`config.mk`:
```
export PLATFORM = sky130hd
export DESIGN_NAME = bit_pack_streamer
export DESIGN_NICKNAME = d
export VERILOG_FILES = /design/src/rtl/bit_pack_streamer.sv
export SDC_FILE = /design/constraint.sdc
export NUM_CORES = 1
export LEC_CHECK = 0
export BUFFER_PORTS_ARGS = -buffer_cell sky130_fd_sc_hd__buf_2
export CAP_MARGIN = 5
export CORE_MARGIN = 4
export CORE_UTILIZATION = 35
export CTS_BUF_LIST = sky130_fd_sc_hd__clkbuf_8
export DETAILED_ROUTE_END_ITERATION = 8
export PLACE_DENSITY = 0.58
export SLEW_MARGIN = 15
export SYNTH_ARGS = -nofsm -noshare
export SYNTH_HDL_FRONTEND = slang
export SYNTH_SLANG_ARGS = --single-unit
```
`constraint.sdc`:
```
create_clock -name clk_i -period 3.55 [get_ports clk_i]
set_input_delay 0.355 -clock clk_i [delete_from_list [all_inputs] [get_ports clk_i]]
set_output_delay 0.355 -clock clk_i [all_outputs]
set_load 0.005 [all_outputs]
```
`src/rtl/bit_pack_streamer.sv`:
```
// Packs MSB-aligned variable-length chunks into a dense MSB-first stream of OUT_W-bit words,
// flagging the final word with its valid-bit count (optionally rounded up to ALIGN_W).
module bit_pack_streamer #(
   parameter int OUT_W   = 8,
   parameter int IN_W    = 16,
   parameter int ALIGN_W = 1
) (
   input  logic                       clk_i,
   input  logic                       rst_i,
   input  logic [IN_W-1:0]            data_i,
   input  logic [$clog2(IN_W+1)-1:0]  len_i,
   input  logic                       last_i,
   input  logic                       vld_i,
   output logic                       rdy_o,
   output logic [OUT_W-1:0]           data_o,
   output logic [$clog2(OUT_W+1)-1:0] bits_o,
   output logic                       last_o,
   output logic                       vld_o,
   input  logic                       rdy_i,
   output logic                       idle_o
);

   localparam int BUF_W = OUT_W + IN_W;
   localparam int FW    = $clog2(BUF_W + 1);
   localparam int LW    = $clog2(IN_W + 1);
   localparam int BW    = $clog2(OUT_W + 1);
   localparam logic [FW-1:0] OUT_F = FW'(OUT_W);
   localparam logic [FW-1:0] BUF_F = FW'(BUF_W);
   localparam logic [LW-1:0] IN_L  = LW'(IN_W);

   typedef enum logic [1:0] {IDLE, ACTIVE, DRAIN} state_e;

   state_e            state_q, state_d;
   logic [BUF_W-1:0]  buf_q, buf_d, placed;
   logic [FW-1:0]     fill_q, fill_d, fill_eff;
   logic [IN_W-1:0]   chunk;
   logic              pop, push;

   always_ff @(posedge clk_i) begin
      if (rst_i) begin
         state_q <= IDLE;
         buf_q   <= '0;
         fill_q  <= '0;
      end else begin
         state_q <= state_d;
         buf_q   <= buf_d;
         fill_q  <= fill_d;
      end
   end

   always_comb begin
      state_d  = state_q;
      vld_o    = (state_q == DRAIN) || ((state_q == ACTIVE) && (fill_q >= OUT_F));
      last_o   = (state_q == DRAIN) && (fill_q <= OUT_F);
      data_o   = buf_q[BUF_W-1 -: OUT_W];
      idle_o   = (state_q == IDLE) && (fill_q == '0);
      bits_o   = '0;
      if (vld_o)
         bits_o = last_o ? BW'(((int'(fill_q) + ALIGN_W - 1) / ALIGN_W) * ALIGN_W) : BW'(OUT_W);

      pop      = vld_o && rdy_i;
      fill_eff = fill_q;
      if (pop)
         fill_eff = (fill_q >= OUT_F) ? fill_q - OUT_F : '0;
      rdy_o    = (state_q != DRAIN) && (fill_eff < OUT_F);
      push     = vld_i && rdy_o;

      // Keep only the top len_i bits, then drop them in right after the bits already held.
      chunk    = data_i & ~({IN_W{1'b1}} >> len_i);
      placed   = {chunk, {OUT_W{1'b0}}} >> fill_eff;
      buf_d    = pop ? (buf_q << OUT_W) : buf_q;
      fill_d   = fill_eff;
      if (push) begin
         buf_d  = buf_d | placed;
         fill_d = fill_eff + FW'(len_i);
      end

      case (state_q)
         IDLE, ACTIVE:
            if (push) state_d = last_i ? DRAIN : ACTIVE;
         DRAIN:
            if (pop && last_o) begin
               state_d = IDLE;
               buf_d   = '0;
               fill_d  = '0;
            end
         default: state_d = IDLE;
      endcase
   end

   always_ff @(posedge clk_i) begin
      if (!rst_i) begin
         assert (!(vld_i && (len_i > IN_L)));
         assert (fill_q < BUF_F);
      end
   end

endmodule

```
==> results summary, run 1 <==
The commonest cells after synthesis are 32 x a21oi_1, 31 x dfxtp_1, 27 x mux2i_1. Clock-pin slew was measured on the worst setup and hold paths at 0.07 ns. The worst setup path is launched from a flop.

The switching power summed over all nets came out at 0.00107 W. The final number of hold-violating endpoints came out at 0. The largest net degree at the start of global routing is 30. The total congestion overflow after global routing is 0. The number of failing setup endpoints in the final timing report came out at 0.

The starting density of the core came out at 0.361. The die width is 94.7 um. For this design the static power due to leakage is 1.31 nW. The first-pass GRT wire length is 12,300 um. The buffer depth of the longest clock path is 2. Counting stages on the worst path, the most repeated cell is inv_1. The worst path arrival time is about 3.3 ns. The largest voltage drop on the vdd net came out at 0.257 mV.

In the post-synthesis netlist, the cell with the most instances is a21oi_1. The area growth from synthesis to layout is 13.2%. In this run the worst hold path is classified as in -> reg.

The tree built by TritonCTS fans out to 31 sinks. Clock skew on the completed layout was measured at about 0.0016 ns. The count of mapped cells out of synthesis is 333. The first routing iteration left 215 violations. TritonCTS built the clock tree. The worst hold path terminates at state_q[0].

Yosys mapped a number of flops with a built-in enable equal to 0. Counting instances, the worst hold path has a depth of 2. The first detailed-routing pass ran for 5 iterations. Of the total power, the clock network draws 0.154. The clock latency at the later pin of the worst-skew pair is 0.29 ns.

The count of port buffers added during placement is 41. The average wire per cell in the routed design came out at between 15 and 20 um. At the pin with the least slew margin, the transition time is 0.665 ns. The post-synthesis cell area is around 0.0026 mm2. After detailed routing, the total wire length is ~7400 um.

The number of global-route vias before repair was 2,452. The fraction of layout cells with a size suffix above 1 came out at 0.210. For this run, the total global-route usage over all layers was measured as 0.172. The met2 usage came out at 0.254.

The largest fanout on the critical path is 11. In the routed design, unresolved DRC markers number 0. Fill cells in the final layout number 795. The met3 track demand over resource came out at 0.0231. The share of the clock period used by the worst path is 0.874. The number of nets with antenna violations after routing came out at 0.

The part of the Yosys area used for sequential elements came out at 0.236. For the finished layout, the period the worst path requires is 3.10 ns. The I/O pin count came out at 42.

The CTS buffer count came out at 5. By startpoint and endpoint, the worst setup path is classified as reg -> reg. In this run the post-CTS setup repair buffer count came out at 0.

The mean instance size in the synthesized netlist is 7.91 um2. The nature of the critical path endpoint is a flop. Setup repair after global routing left no endpoint under its margin. The number of diodes came out at 0. By area the synthesized netlist is led by dfxtp_1 24%, mux2i_1 10%, a21oi_1 6.1%. The count of max-cap constraint violations came out at 0. The number of slew-limit violations in the final report is 0.

Of the total power, registers draw 0.244. The core area came out at 0.00729 mm2. Adding up every negative setup slack in the final design gives 0 ns. The number of synthesized register bits is 31. The number of antenna violations at the first check in global routing is 0.

The HPWL after detailed placement is roughly 5500 um. The cell chosen for the clock root is clkbuf_8. The number of instances resized during post-cts repair is 0. The run finished with clean final reports.

The endpoint required time on the critical path is 3.72 ns. The worst min-delay path startpoint is last_i. The final net count is 389. CTS built an H-tree with a depth of 2. The floorplan die height is 94.7 um. The cell area after layout is between 0.002 and 0.003 mm2. The synthesis warning total came out at 0. The post-placement cell area came out at 0.00286 mm2.

The share of synthesized area in the top cell type comes to 0.236. The average vias per placed instance is 5.70. The number of buffers added to fix hold violations after cts came out at 0. The most crowded layer after global routing is met2. At the end of routability-driven placement, the weighted congestion stood at 0.834. The switching share of power is 0.454. For this run, the slowest stage of the critical path takes 0.42 ns. The full die area is between 0.008 and 0.009 mm2. For this run, global-route usage on met1 was measured as 0.253. The worst pin sits at a relative slew slack of 0.553. The origin of the critical flop-to-flop path is fill_q[3].

The slowest stage of the critical path belongs to the cell fa_1. Based on the critical path, the design can be clocked at up to between 300 and 400 MHz. Of the total power, combinational logic draws 0.602. The worst reg-to-reg path cell count is 15. The internal power component came out at 0.00129 W. The async set or reset register ratio after synthesis is 0.

The largest total area in the synthesized netlist belongs to dfxtp_1. The unique cell type count in the Yosys netlist is 67. Traced cell by cell, the critical path runs through clkinv_1, ha_1, nand4b_1, buf_4, nand2_1, inv_1, ha_1, inv_1, fa_1, inv_1, a21o_1, a21oi_1, xnor2_1, a21oi_1, nor2_1. The share of the core filled with cells came out at 0.409. Row generation in the floorplan step produced 31 rows.

The total number of vias is 2,599. The number of nets in the synthesized netlist came out at between 300 and 400. The worst register-to-register path ends at fill_q[4]. For this run, the leading register cell type out of synthesis is dfxtp_1.

Across all register-to-register paths, the minimum setup slack is ~0.45 ns. The areal power density over the cells is just under 800 mW/mm2.
-- worst max-delay path: cells and delay by family (launching register included) --
kind            cells  cell delay (ns)
compound gates      3             0.33
flops               1             0.37
buf+inv             5             0.84
fa+ha+maj           3             1.06
simple gates        3             0.28
xor+xnor            1             0.13
-- power groups by stage --
stage / Sequential, W / Clock, W / Combinational (W)
final: 0.000578 / 0.000364 / 0.00142
after global routing: 0.000598 / 0.000385 / 0.00157
after global placement: 0.000584 / 0 / 0.00139
after detailed placement: 0.000585 / 0 / 0.00140
after floorplan: 0.000526 / 0 / 0.00113
after CTS: 0.000577 / 0.000372 / 0.00141
-- cells by family (layout without fill, tap and decap cells) --
| logic type | Yosys count | after routing | share of synthesized area |
|---|---|---|---|
| XOR/XNOR | 4 | 4 | 0.0133 |
| AND/OR/NAND/NOR | 89 | 89 | 0.182 |
| buffers and inverters | 51 | 75 | 0.0927 |
| multiplexers | 36 | 36 | 0.145 |
| flip-flops | 31 | 31 | 0.236 |
| AO/OA/AOI/OAI | 115 | 115 | 0.295 |
| adder cells (fa/ha/maj) | 7 | 7 | 0.0361 |
-- cells in the final DEF, fill, tap and decap left out, types with 3 or more instances in the layout --
cell type / n
o22ai_1: 14
nand2b_1: 4
mux2i_1: 27
o21a_1: 6
ha_1: 6
a32oi_1: 3
nor3_1: 7
nand2_1: 22
buf_2: 41
nor2_1: 20
clkbuf_8: 6
a2bb2oi_1: 3
nor4b_1: 3
buf_4: 10
nand4_1: 5
a21oi_1: 32
a211oi_1: 4
a21o_1: 3
mux2_2: 8
o2111ai_1: 4
inv_1: 14
and3_1: 7
dfxtp_1: 31
nand3_1: 3
xnor2_1: 3
o21ai_0: 18
-- registers in the layout, indices dropped and copies added (netlist names) --
signal	flops
fill_q	5
buf_q	24
state_q	2
-- final cells by class --
class / instances / area (um2) / share of cell area
clock buffers: 6 / 82.6 / 0.0277
clock inverters: 2 / 35.0 / 0.0118
inverters: 16 / 60.1 / 0.0202
multi-input cells: 251 / 1780 / 0.597
flip-flops and latches: 31 / 621 / 0.208
well taps: 99 / 124 / 0.0416
repair buffers: 51 / 280 / 0.0940
-- metal layers --
metal | wire length [um] | up-vias | part of all wire
met5 | 0 | - | 0
met2 | 3190 | 81 | 0.43
li1 | - | 1302 | -
met3 | 397 | 8 | 0.054
met1 | 3680 | 1208 | 0.50
met4 | 95 | 0 | 0.013
-- worst max-delay path by stage --
| stage | from | endpoint | slack [ns] | cells past startpoint |
|---|---|---|---|---|
| final | fill_q[3] | fill_q[4] | 0.45 | 15 |
| after global placement | fill_q[3] | fill_q[4] | 0.57 | 15 |
| after floorplan | fill_q[3] | fill_q[4] | 0.62 | 14 |
| after detailed placement | fill_q[3] | fill_q[4] | 0.49 | 15 |
| after CTS | fill_q[3] | fill_q[4] | 0.49 | 15 |
| after global routing | fill_q[3] | fill_q[4] | 0.24 | 15 |
-- per-stage QoR --
step	worst slack [ns]	cells	power (W)	hold WS, ns
final	0.448	456	0.00236	0.270
after global routing	0.238	456	0.00255	0.282
after CTS	0.485	456	0.00236	0.273
after detailed placement	0.490	448	0.00199	0.447
after global placement	0.571	448	0.00197	0.445
after floorplan	0.616	333	0.00165	0.427
No activity file was read; power rests on OpenSTA's default activity.
==> run 2, diff against run 1 <==
--- a/config.mk
+++ b/config.mk
@@ -7,11 +7,12 @@
 export LEC_CHECK = 0
 export BUFFER_PORTS_ARGS = -buffer_cell sky130_fd_sc_hd__buf_2
 export CAP_MARGIN = 5
+export CORE_ASPECT_RATIO = 0.75
 export CORE_MARGIN = 4
 export CORE_UTILIZATION = 35
 export CTS_BUF_LIST = sky130_fd_sc_hd__clkbuf_8
 export DETAILED_ROUTE_END_ITERATION = 8
-export PLACE_DENSITY = 0.58
+export PLACE_DENSITY = 0.6
 export SLEW_MARGIN = 15
 export SYNTH_ARGS = -nofsm -noshare
 export SYNTH_HDL_FRONTEND = slang
==> constraint.sdc (replaced) <==
create_clock -name clk_i -period 2.57 [get_ports clk_i]
set_input_delay 0.257 -clock clk_i [delete_from_list [all_inputs] [get_ports clk_i]]
set_output_delay 0.257 -clock clk_i [all_outputs]
set_load 0.005 [all_outputs]
==> run 2 against run 1 <==
- worst setup slack worse by 0.24 ns
- count of clock-buffer cells in the layout fell by 1
- critical endpoint is now bits_o[3]
- largest power group unchanged
- final area is 2.8% higher
- cell count is 3.1% higher
==> results summary, run 2 (same netlist as run 1, synthesis figures left out) <==
The switching share of power was 0.468 (was 0.454). The final wirelength is 7540 um (was 7360 um). The HPWL after detailed placement came to 5800 um (was 5480 um).

Highest-count cells in the layout ignoring fill and taps: 41 x buf_2, 32 x a21oi_1, 31 x dfxtp_1, 27 x mux2i_1, 22 x buf_4 (was 41 x buf_2, 32 x a21oi_1, 31 x dfxtp_1, 27 x mux2i_1, 22 x nand2_1). The core area came out at 0.00733 mm2 (was 0.00729 mm2). The number of antenna violations at the first check in global routing came out at 0 (unchanged). The critical setup path kind is reg -> out (was reg -> reg). The final number of hold-violating endpoints came out at 0 (unchanged). Unrepaired setup endpoints after global routing: false (unchanged). The final net count is 401 (was 389). The cell chosen for the clock root is clkbuf_8 (unchanged). The endpoint required time on the critical path came out at 2.31 ns (was 3.72 ns).

The average wire per cell in the routed design is 16.0 um (was 16.1 um). The number of buffers added to fix hold violations after cts came out at 0 (unchanged). The number of failing setup endpoints in the final timing report is 0 (unchanged). The transition time at the pin with the least slew margin came out at 0.523 ns (was 0.665 ns).

The number of diodes is 0 (unchanged). The pre-CTS setup slack came out at 0.164 ns (was 0.490 ns). The relative contribution of combinational cells to total power came out at 0.656 (was 0.602). The overall fraction of global-route tracks in use came to 0.169 (was 0.172). The full die area was 0.00899 mm2 (was 0.00897 mm2). The CTS tree is built (unchanged).

The origin of the critical flop-to-flop path is fill_q[1] (was fill_q[3]). The switching power summed over all nets came out at 0.00153 W (was 0.00107 W). The total number of vias is 2,669 (was 2,599). The CTS buffer count is 5 (unchanged). The areal power density over the cells is 1070 mW/mm2 (was 793 mW/mm2).

The number of nets with antenna violations after routing came to 0 (unchanged). The path type of the worst min-delay path is in -> reg (unchanged). The worst min-delay path startpoint is last_i (unchanged). The number of slew-limit violations in the final report came out at 0 (unchanged). Largest registers: buf_q: 24 flops, fill_q: 5 flops, state_q: 2 flops (unchanged).

The largest voltage drop on the vdd net is 0.306 mV (was 0.257 mV). The post-layout minimum cycle time came out at 2.37 ns. In the finished design, the share of the clock period the worst path needs comes to 0.921. The count of max-cap constraint violations came to 0 (unchanged). The met2 usage was 0.226 (was 0.254). The commonest non-fill, non-tap cell in the layout was buf_2 (unchanged). The I/O pin count was 42 (unchanged). The headroom to the max-slew limit is 0.647 (was 0.553). The largest net degree at the start of global routing came out at 29 (was 30). The buffer depth of the longest clock path is 2 (unchanged).

The first-pass GRT wire length is 12,400 um (was 12,300 um). The highest achievable clock rate is 423 MHz. The startpoint class of the critical path is a flop (unchanged). The die width is 108 um (was 94.7 um).

The number of global-route vias before repair was 2,456 (was 2,452). The post-CTS repair timing setup buffer count came to 0 (unchanged). The register containing the most flip-flops in the final layout was buf_q (unchanged). The clock share of power is 0.113 (was 0.154).

The detailed router's first-iteration violation count came out at 194 (was 215). The nature of the critical path endpoint was an output port (was flop). The floorplan die height came out at 83.1 um (was 94.7 um). The clock latency at the later pin of the worst-skew pair is 0.28 ns (was 0.29 ns). The number of sinks handled by clock tree synthesis is 31 (unchanged). The final weighted congestion of routability-driven global placement is 0.917 (was 0.834). The worst path arrival time is 2.11 ns (was 3.28 ns).

Run status: finished clean (unchanged). The fraction of layout cells with a size suffix above 1 came out at 0.260 (was 0.210). The global routing usage on met1 came to 0.270 (was 0.253). The static leakage power is 1.36 nW (was 1.31 nW). The internal power component is 0.00174 W (was 0.00129 W). The area growth from synthesis to layout is 16.3% (was 13.2%). The number of instances resized during post-cts repair is 0 (unchanged).

The number of optimization iterations in the first detailed-route pass is 5 (unchanged). The total negative slack is 0 ns (unchanged). The timing startpoint of the critical path is fill_q[1] (was fill_q[3]). The post-detailed-route DRC marker count is 0 (unchanged). The met3 track demand over resource was 0.0350 (was 0.0231).

The total congestion overflow after global routing came to 0 (unchanged). The average vias per placed instance is 5.68 (was 5.70). The clock-pin slew of the registers on the worst-case setup and hold paths is 0.07 ns (about the same). The most crowded layer after global routing is met1 (was met2). The sequential share of power was 0.230 (was 0.244). The count of port buffers added during placement came out at 41 (unchanged).

The setup clock skew after layout came out at 0.00292 ns (was 0.00165 ns). The number of flip-flops in the largest register came out at 24 (unchanged). The starting density of the core was 0.359 (was 0.361).

The final worst slack came out at 0.203 ns (was 0.448 ns). The number of rows created at floorplan was 27 (was 31). The largest fanout on the critical path is 7 (was 11). The number of levels the H-tree was split into is 2 (unchanged).
-- run 2: changes by cell type in the layout (fill, tap and decap cells not counted), moves of 2 or more --
cell and change:
buf_4 +12, nand2_1 -3, nand2_2 +3, clkinv_2 +3
inv_1 -2
-- run 2: final timing paths --
path                                   end  slack [ns]  cells past startpoint
worst max-delay path             bits_o[3]        0.20                      6
worst min register to register    buf_q[4]        0.45                      2
worst max register to register   fill_q[4]        0.21                      9
worst min-delay path            state_q[0]        0.17                      2
-- run 2: area by class of cell --
cell class | instances | area (um2)
sequential | 31 | 621
timing repair buffer | 63 | 370
clock buffer | 5 | 68.8
clock inverter | 3 | 15.0
fill | 754 | 4270
tap | 101 | 126
inverter | 16 | 63.8
multi-input combinational | 251 | 1800
-- run 2: metrics by stage --
stage | power, W | hold WS (ns) | instances | utilization | area (um2)
2_1_floorplan | 0.00232 | 0.329 | 333 | - | 2660
4_1_cts | 0.00324 | 0.168 | 470 | 0.416 | 3050
5_1_grt | 0.00355 | 0.181 | 470 | 0.418 | 3060
6_report | 0.00328 | 0.171 | 470 | 0.418 | 3060
3_5_place_dp | 0.00286 | 0.448 | 462 | 0.405 | 2970
3_3_place_gp | 0.00287 | 0.443 | 462 | 0.405 | 2970
-- run 2: critical path, stage by stage, from the launching register on --
cell      delay [ns]
dfxtp_1         0.39
or4_4           0.59
o21ai_2         0.18
nand2_1         0.11
o21ai_0         0.22
a21boi_0        0.20
buf_2           0.13
-- run 2: power groups by stage --
stage                     clock [W]  sequential [W]  combinational, W
after floorplan                   0        0.000729           0.00159
after global placement            0        0.000765           0.00210
after detailed placement          0        0.000765           0.00210
after CTS                  0.000376        0.000755           0.00211
after global routing       0.000405        0.000775           0.00237
final                      0.000371        0.000755           0.00215
-- run 2: layer usage --
| layer | vias up | part of all wire |
|---|---|---|
| li1 | 1316 | - |
| met4 | 0 | 0.010 |
| met5 | - | 0 |
| met1 | 1248 | 0.53 |
| met3 | 9 | 0.070 |
| met2 | 96 | 0.39 |
